`src/rtl/pixel_array_ctrl.sv`:
```
// Frame sequencer for the 2x2 pixel array: ERASE -> EXPOSE -> CONVERT -> READ x4 -> DONE.
// Optional CONTINUOUS_MODE_EN adds a 'continuous' input that chains frames back to back.
module pixel_array_ctrl #(
    parameter int ERASE_CYCLES   = 5,
    parameter int EXPOSE_CYCLES  = 255,
    parameter int CONVERT_CYCLES = 255,
    parameter int READ_CYCLES    = 5
) (
    input  logic       clk,
    input  logic       reset,
    input  logic       start,
`ifdef CONTINUOUS_MODE_EN
    input  logic       continuous,
`endif
    output logic       erase,
    output logic       expose,
    output logic       ramp_en,
    output logic [7:0] counter,
    output logic       data_oe,
    output logic [3:0] read,
    output logic       busy,
    output logic       frame_done
);

    typedef enum logic [2:0] {
        S_IDLE,
        S_ERASE,
        S_EXPOSE,
        S_CONVERT,
        S_READ,
        S_DONE
    } state_t;

    // Terminal phase-counter values; CONVERT_CYCLES=256 ends at 255 so cnt never wraps.
    localparam logic [7:0] ERASE_LAST   = 8'(ERASE_CYCLES - 1);
    localparam logic [7:0] EXPOSE_LAST  = 8'(EXPOSE_CYCLES - 1);
    localparam logic [7:0] CONVERT_LAST = 8'(CONVERT_CYCLES - 1);
    localparam logic [7:0] READ_LAST    = 8'(READ_CYCLES - 1);

    state_t     r_state, w_state_next;
    logic [7:0] r_cnt, w_cnt_next;
    logic [1:0] r_row, w_row_next;
    logic       w_chain;

`ifdef CONTINUOUS_MODE_EN
    assign w_chain = continuous;
`else
    assign w_chain = 1'b0;
`endif

    always_ff @(posedge clk) begin
        if (reset) begin
            r_state <= S_IDLE;
            r_cnt   <= 8'd0;
            r_row   <= 2'd0;
        end else begin
            r_state <= w_state_next;
            r_cnt   <= w_cnt_next;
            r_row   <= w_row_next;
        end
    end

    always_comb begin
        w_state_next = r_state;
        w_cnt_next   = r_cnt + 8'd1;
        w_row_next   = r_row;
        case (r_state)
            S_IDLE: begin
                w_cnt_next = 8'd0;
                if (start) w_state_next = S_ERASE;
            end
            S_ERASE: begin
                if (r_cnt == ERASE_LAST) begin
                    w_state_next = S_EXPOSE;
                    w_cnt_next   = 8'd0;
                end
            end
            S_EXPOSE: begin
                if (r_cnt == EXPOSE_LAST) begin
                    w_state_next = S_CONVERT;
                    w_cnt_next   = 8'd0;
                end
            end
            S_CONVERT: begin
                if (r_cnt == CONVERT_LAST) begin
                    w_state_next = S_READ;
                    w_cnt_next   = 8'd0;
                    w_row_next   = 2'd0;
                end
            end
            S_READ: begin
                // Strobes abut: the next row starts on the cycle after the last one ends.
                if (r_cnt == READ_LAST) begin
                    w_cnt_next = 8'd0;
                    if (r_row == 2'd3) w_state_next = S_DONE;
                    else               w_row_next   = r_row + 2'd1;
                end
            end
            S_DONE: begin
                w_cnt_next   = 8'd0;
                w_state_next = w_chain ? S_ERASE : S_IDLE;
            end
            default: begin
                w_state_next = S_IDLE;
                w_cnt_next   = 8'd0;
                w_row_next   = 2'd0;
            end
        endcase
    end

    always_comb begin
        erase      = 1'b0;
        expose     = 1'b0;
        ramp_en    = 1'b0;
        counter    = 8'd0;
        data_oe    = 1'b0;
        read       = 4'b0000;
        frame_done = 1'b0;
        busy       = (r_state != S_IDLE);
        case (r_state)
            S_ERASE:   erase = 1'b1;
            S_EXPOSE:  expose = 1'b1;
            S_CONVERT: begin
                ramp_en = 1'b1;
                data_oe = 1'b1;
                counter = r_cnt;
            end
            S_READ:    read = 4'b0001 << r_row;
            S_DONE:    frame_done = 1'b1;
            default:   ;
        endcase
    end

endmodule

```
`config.mk`:
```
export PLATFORM = sky130hd
export DESIGN_NAME = pixel_array_ctrl
export DESIGN_NICKNAME = d
export VERILOG_FILES = /design/src/rtl/pixel_array_ctrl.sv
export SDC_FILE = /design/constraint.sdc
export NUM_CORES = 1
export LEC_CHECK = 0
export CAP_MARGIN = 20
export CORE_ASPECT_RATIO = 1.25
export CORE_MARGIN = 4
export CORE_UTILIZATION = 50
export DETAILED_ROUTE_END_ITERATION = 12
export DONT_BUFFER_PORTS = 1
export PLACE_DENSITY = 0.71
export SLEW_MARGIN = 20
export SYNTH_ARGS = -nofsm -noshare
export SYNTH_HDL_FRONTEND = slang
export SYNTH_SLANG_ARGS = --single-unit
```
`constraint.sdc`:
```
create_clock -name clk -period 3 [get_ports clk]
set_input_delay 0.75 -clock clk [delete_from_list [all_inputs] [get_ports clk]]
set_output_delay 0.75 -clock clk [all_outputs]
set_load 0.03 [all_outputs]
```
* Yosys cells after proc, flatten, opt, wreduce, memory -nomap -nowiden
Index checks and enable logic that the tools add are counted.
Operators by class: bitwise gates (word level) 1, eq/ne operators 15, $add $sub $neg 2, muxes and demuxes 20, reduce and logical (&&, ||, !) cells 7, shift operators 1
Operator list (number):
- $mux 8 | 3
- $mux 3 | 6
- $pmux 8 s2 | 1
- $pmux 3 s5 | 1
- $ne 2x2->1 const B | 7
- $add 8x1->8 const B | 1
- $eq 8x3->1 const B | 1
- $eq 8x8->1 const B | 1
- $eq 3x2->1 const B | 2
- $eq 3x3->1 const B | 2
- $mux 2 | 3
- $pmux 2 s3 | 1
- $reduce_and 6->1 | 1
- $mux 1 | 4
- $mux 4 | 1
- $reduce_and 4->1 | 1
- $reduce_or 2->1 | 2
- $reduce_or 4->1 | 1
- $shl 1x2->4 const A | 1
- $eq 3x1->1 const B | 1
- $logic_not 3->1 | 1
- $reduce_bool 3->1 | 1
- $add 2x1->2 const B | 1
- $eq 2x2->1 const B | 1
- $not 1->1 | 1
Storage, ports and cells: register bits after elaboration 13, input port bits 3, word-level logic and storage cells 49, output and inout bits 18

* Depth between registers and ports, before layout
Gate-level depths: netlist (run 1).
depth in word-level cells 4, depth in mapped cells 6, gate-level depth less buffers 6

* Worst setup path after synthesis (run 1)
OpenSTA, ideal clock, no wires.
path type reg2out, start point register r_state[2], end point output counter[2], data required time 2.250 ns, slack 0.596 ns, buffers on the path 1, arrival time 1.654 ns, cell stages (with the launch flop) 5, cells stage by stage dfxtp_1 -> buf_2 -> nand2b_1 -> nor2_1 -> and2_1
On the way: word-level cells in the longest chain between the ends 2
Ends and longest elaborated chain:
- from (decl) | line 40 | state_t r_state, w_state_next;
- from (signal assigned) | line 57 | r_state <= w_state_next;
- $eq 3x2->1 | line 120 | case (r_state)
- $mux 8 | line 120
- to (decl) | line 18 | output logic [7:0] counter,
Every way passes these cells.

* Worst setup path in the final report (run 1)
start point register r_state[1], end point output counter[3]
Same word-level chain as after synthesis.

==> flow_metrics.py, run 1 <==
metrics = {
    "logic_synthesis": {
        "synth_top_area_cell": "dfxtp_1",
        "syn_area_um2": 863,
        "synth_cells": 103,
        "synth-main-ff-cell": "dfxtp_1",
        "async_reset_ff_share_pct": 0,
        "synth_top_area_share_pct": 30.1,
        "synth-edff-count": 0,
        "postSynthAreaPerCell_um2": 8.38,
        "synth_area_leaders": "dfxtp_1 (30%), ha_1 (10%), and2_1 (6.5%), nor2_1 (6.5%), xnor2_1 (5.1%)",
        "syn_nets": 113,
        "ys_seq_area_share_pct": 30.1,
        "synth-seq-cells": 13,
        "synth_cell_types": 34,
        "ys_warn_count": 0,
    },
    "worst_setup_path": {
        "worst-path-buf-inv": 0,
        "startpoint_type": "register",
        "crit_slowest_cell": "dfxtp_1",
        "crit_type": "reg -> out",
        "cp_cell_sequence": "nand2b_1, nor2_2, and2_1",
        "r2r_end": "r_state[2]",
        "ff2ff_path_depth": 4,
        "r2r_setup_slack_ps": 1380,
        "end_kind": "output port",
        "arrival_ps": 2010,
        "critical_path_required_ps": 2250,
        "critical-path-top-delay-family": "simple AND/OR/NAND/NOR gates",
        "cp_max_fo": 11,
        "r2r_start": "r_state[1]",
        "cp.depth": 3,
        "crit_path_start": "r_state[1]",
        "crit_end": "counter[3]",
        "cpPeakStageDelay_ps": 540,
    },
    "layout": {
        "final_cell_mix": "nor2_1 (14), dfxtp_1 (13), and2_1 (9)",
        "final_core_util_pct": 57.7,
        "final_common_cell": "nor2_1",
        "nets": 118,
        "fin_area_um2": 923,
        "antenna_cells": 0,
        "drive_above_1_share_pct": 14.0,
        "area_delta_synth_final_pct": 6.96,
    },
    "status": {
        "status": "completed",
    },
    "timing": {
        "rsz0062_at_grt": "false",
        "clock_skew_ps": 2.89,
        "fmax_mhz": 362,
        "worst_pin_slew_ps": 629,
        "hold_viol": 0,
        "max_slew_margin_pct": 58.0,
        "post-route-period-util_pct": 92.1,
        "setup_viol_count_final": 0,
        "finalSetupTns_ps": 0,
        "worst_slack_ps": 237,
        "min_period_ps": 2760,
        "slew_violations": 0,
    },
    "placed_design": {
        "place_ws_ps": 565,
        "dp_hpwl_um": 1310,
        "io_buffer_count": 0,
        "place_congestion": 0.803,
        "post_dp_cell_area_um2": 897,
    },
    "die": {
        "die_w_um": 45.2,
        "fp.dieArea_um2": 2460,
        "start_util_pct": 53.9,
        "rows": 16,
        "die_h_um": 54.5,
        "core_area_um2": 1600,
        "io_pins": 21,
    },
    "hold_path": {
        "min_path_type": "reg -> reg",
        "min_from": "r_cnt[0]",
    },
    "routing": {
        "post_drt_wl_per_cell_um": 13.6,
        "dr.pass1.iters": 4,
        "vias_per_cell": 5.57,
        "vias": 696,
        "first_iter_violations": 9,
        "drc": 0,
        "ant_nets": 0,
        "wirelength_um": 1700,
    },
    "clock_tree": {
        "root_buffer": "clkbuf_4",
        "h-tree-depth": 1,
        "cts_resized": 0,
        "cts-hold-fix-buffers": 0,
        "clock-sinks": 13,
        "clkLatencyLatePin_ps": 280,
        "cts.path.max_buffers": 2,
        "postCtsSetupBuffers": 0,
        "clk_pin_slew_ps": 80,
        "cts_tree": "built",
        "cts_buffers": 3,
    },
    "global_route": {
        "grt-ovfl-total": 0,
        "grt_util_all_layers_pct": 16.6,
        "grt_first_pass_wirelength_um": 2980,
        "first_global_vias": 664,
        "grt_max_degree": 12,
        "antenna_found_initial": 0,
    },
    "power": {
        "power.total_mw": 0.581,
        "p_leak_nw": 0.351,
        "powerDensity_nw_per_um2": 629,
        "vdd_drop_max_v": 0.000406,
    },
    "job": {
        "drv_cap": 0,
    },
}
==> registers in the layout (all words and copies together) (netlist names) <==
| register | flops |
|---|---|
| r_cnt | 8 |
| r_row | 2 |
| r_state | 3 |
==> routing by layer <==
metal | up-vias | track usage (%) | part of all wire (%)
met5 | - | 0 | 0
li1 | 352 | - | -
met4 | 0 | 8.78 | 2.1
met1 | 328 | 18.4 | 43
met3 | 5 | 1.97 | 2.5
met2 | 11 | 30.4 | 52
==> kinds of logic (layout without fill, tap and decap cells) <==
group           count (synthesis)  after routing  synth area share (%)
buf+inv                        11             15                  5.94
flops                          13             13                  30.1
fa+ha+maj                       7              7                  10.1
xor+xnor                        8              8                  8.12
compound gates                 12             12                  10.4
simple gates                   52             52                  35.2
==> power breakdown <==
group / total [mW] / leakage, nW / switching (mW) / internal (mW)
Sequential: 0.235 / 0.105 / 0.0418 / 0.193
Combinational: 0.236 / 0.230 / 0.149 / 0.0870
Clock: 0.110 / 0.0150 / 0.0586 / 0.0516
==> synthesized netlist by cell type (all sizes together) (3+ instances only) <==
cell type and count:
nor3b 3, ha 7, buf 3, xor2 3
nand3 5, nor3 5, xnor2 5, and2 10
nor2 15, dfxtp 13, inv 6, a21oi 3
nand2 4
==> layout make-up <==
cell class	instances	area (um2)
Fill cell	162	678
Inverter	6	22.5
Clock buffer	4	26.3
Timing Repair Buffer	5	37.5
Multi-Input combinational cell	79	554
Sequential cell	13	260
Tap cell	18	22.5
==> per-stage QoR <==
step | hold WS (ps) | std cells
floorplan | 441 | 103
global placement | 463 | 121
detailed placement | 475 | 121
CTS | 495 | 125
global route | 520 | 125
finish | 488 | 125
==> how the worst min path moves through the flow <==
stage                 end  cells past startpoint
6_report         r_cnt[0]                      1
4_1_cts          r_cnt[0]                      1
3_3_place_gp     r_cnt[0]                      1
5_1_grt        r_state[2]                      1
3_5_place_dp     r_cnt[0]                      1
2_1_floorplan    r_cnt[0]                      1
Power figures use the tool's default switching activity.
==> inputs of run 2 (changes only) <==
Settings changed: DONT_BUFFER_PORTS 1 to not set, PLACE_DENSITY 0.71 to 0.87.
==> flow_metrics.py, run 2 (same netlist as run 1, synthesis figures left out) <==
metrics = {
    "worst_setup_path": {
        "crit_type": "reg -> out",
        "critical-path-top-delay-family": "buffers and inverters",
        "critical_path_required_ps": 2250,
        "cp_max_fo": 11,
        "arrival_ps": 2080,
        "startpoint_type": "register",
        "crit_slowest_cell": "clkdlybuf4s50_1",
        "r2r_setup_slack_ps": 1380,
        "cp_cell_sequence": "nor3b_2, and2_1, clkdlybuf4s50_1",
        "ff2ff_path_depth": 6,
        "cpPeakStageDelay_ps": 660,
        "end_kind": "output port",
        "worst-path-buf-inv": 1,
        "r2r_start": "r_cnt[0]",
        "r2r_end": "r_cnt[6]",
    },
    "timing": {
        "worst_pin_slew_ps": 420,
        "rsz0062_at_grt": "false",
        "setup_viol_count_final": 0,
        "finalSetupTns_ps": 0,
        "clock_skew_ps": 3.89,
        "hold_viol": 0,
        "worst_slack_ps": 167,
        "min_period_ps": 2830,
        "fmax_mhz": 353,
        "max_slew_margin_pct": 71.6,
        "whs_ps": 494,
        "post-route-period-util_pct": 94.4,
        "slew_violations": 0,
    },
    "layout": {
        "area_delta_synth_final_pct": 27.2,
        "final_common_cell": "clkdlybuf4s50_1",
        "final_core_util_pct": 68.6,
        "fin_cells": 141,
        "final_cell_mix": "clkdlybuf4s50_1 (20), nor2_1 (14), dfxtp_1 (13)",
        "drive_above_1_share_pct": 8.94,
        "antenna_cells": 0,
        "largest-register": "r_cnt",
        "final-seq-area_um2": 260,
        "multi_input_area_um2": 559,
        "fin_area_um2": 1100,
        "nets": 134,
        "fillerInstances": 147,
        "largest_reg_flops": 8,
        "largestRegisters": "r_cnt x8, r_state x3, r_row x2",
    },
    "die": {
        "die_h_um": 54.5,
        "rows": 16,
        "start_util_pct": 53.9,
        "fp.dieArea_um2": 2460,
        "io_pins": 21,
        "core_area_um2": 1600,
        "die_w_um": 45.2,
    },
    "power": {
        "netSwitchingFraction_pct": 41.5,
        "p_leak_nw": 0.399,
        "power.share.clock_pct": 17.9,
        "powerDensity_nw_per_um2": 574,
        "p_int_mw": 0.369,
        "p_sw_mw": 0.262,
        "seq_power_share_pct": 35.1,
        "p_comb_share_pct": 47.0,
        "power.total_mw": 0.631,
        "vdd_drop_max_v": 0.000539,
    },
    "routing": {
        "drc": 0,
        "wirelength_um": 1890,
        "dr.pass1.iters": 4,
        "vias": 778,
        "vias_per_cell": 5.52,
        "first_iter_violations": 7,
        "post_drt_wl_per_cell_um": 13.4,
        "ant_nets": 0,
    },
    "placed_design": {
        "post_dp_cell_area_um2": 1060,
        "dp_hpwl_um": 1410,
        "place_ws_ps": 291,
        "io_buffer_count": 20,
        "place_congestion": 0.838,
        "dpl.cell_count": 137,
    },
    "global_route": {
        "grt-ovfl-total": 0,
        "gr-usage-met3_pct": 4.28,
        "grt_max_degree": 12,
        "met1_usage_pct": 18.4,
        "busiest_layer": "met2",
        "grt_first_pass_wirelength_um": 3180,
        "antenna_found_initial": 0,
        "first_global_vias": 765,
        "met2_usage_pct": 33.3,
        "grt_util_all_layers_pct": 17.9,
    },
    "clock_tree": {
        "postCtsSetupBuffers": 0,
        "root_buffer": "clkbuf_4",
        "h-tree-depth": 1,
        "clk_pin_slew_ps": 80,
        "cts_tree": "built",
        "cts_buffers": 3,
        "cts.path.max_buffers": 2,
        "clkLatencyLatePin_ps": 290,
        "cts-hold-fix-buffers": 0,
        "clock-sinks": 13,
    },
    "job": {
        "drv_cap": 0,
    },
    "hold_path": {
        "min_from": "r_cnt[0]",
        "min_path_type": "reg -> reg",
        "whs_endpoint": "r_cnt[0]",
        "min_path_cells": 1,
    },
    "status": {
        "status": "completed",
    },
}
[run 2: cell types whose count changed in the layout (fill, tap and decap cells not counted), sizes merged]
cell | previous run | this run
clkdlybuf4s50 | 0 | 20
buf | 5 | 1
[run 2: worst max-delay path by stage]
stage,start,endpoint,cells after the start
5_1_grt,r_state[0],counter[3],4
3_5_place_dp,r_state[0],counter[3],4
4_1_cts,r_state[0],counter[3],4
6_report,r_state[2],read[0],3
3_3_place_gp,r_state[0],counter[5],4
2_1_floorplan,r_state[2],counter[2],4
[run 2: final cells by class]
cell class                 instances  share of cell area (%)
sequential                        13                    23.7
timing repair buffer              21                    18.9
clock buffer                       4                    2.39
tap                               18                    2.05
inverter                           6                    2.05
multi-input combinational         79                    50.9
[run 2: worst register-to-register path, stage by stage (launching register included)]
cell	delay, ps
dfxtp_1	350
inv_1	120
ha_1	180
nor4b_4	260
a211oi_2	160
o21bai_2	340
nor2_1	90
[run 2: power groups by stage]
stage | combinational (mW) | clock (mW) | sequential, mW
floorplan | 0.227 | 0 | 0.209
global placement | 0.283 | 0 | 0.224
detailed placement | 0.287 | 0 | 0.226
CTS | 0.294 | 0.115 | 0.221
global route | 0.327 | 0.126 | 0.225
finish | 0.297 | 0.113 | 0.222
[run 2: metal layers]
metal / vias up / wire (um)
met3: 7 / 87
met4: 0 / 37
met1: 357 / 777
met5: - / 0
met2: 21 / 986
li1: 393 / -
[run 2: repair_timing]
action	4_1_cts	5_1_grt
pin swaps	0	0
gates resized for setup	1	1
setup endpoints to repair	4	6
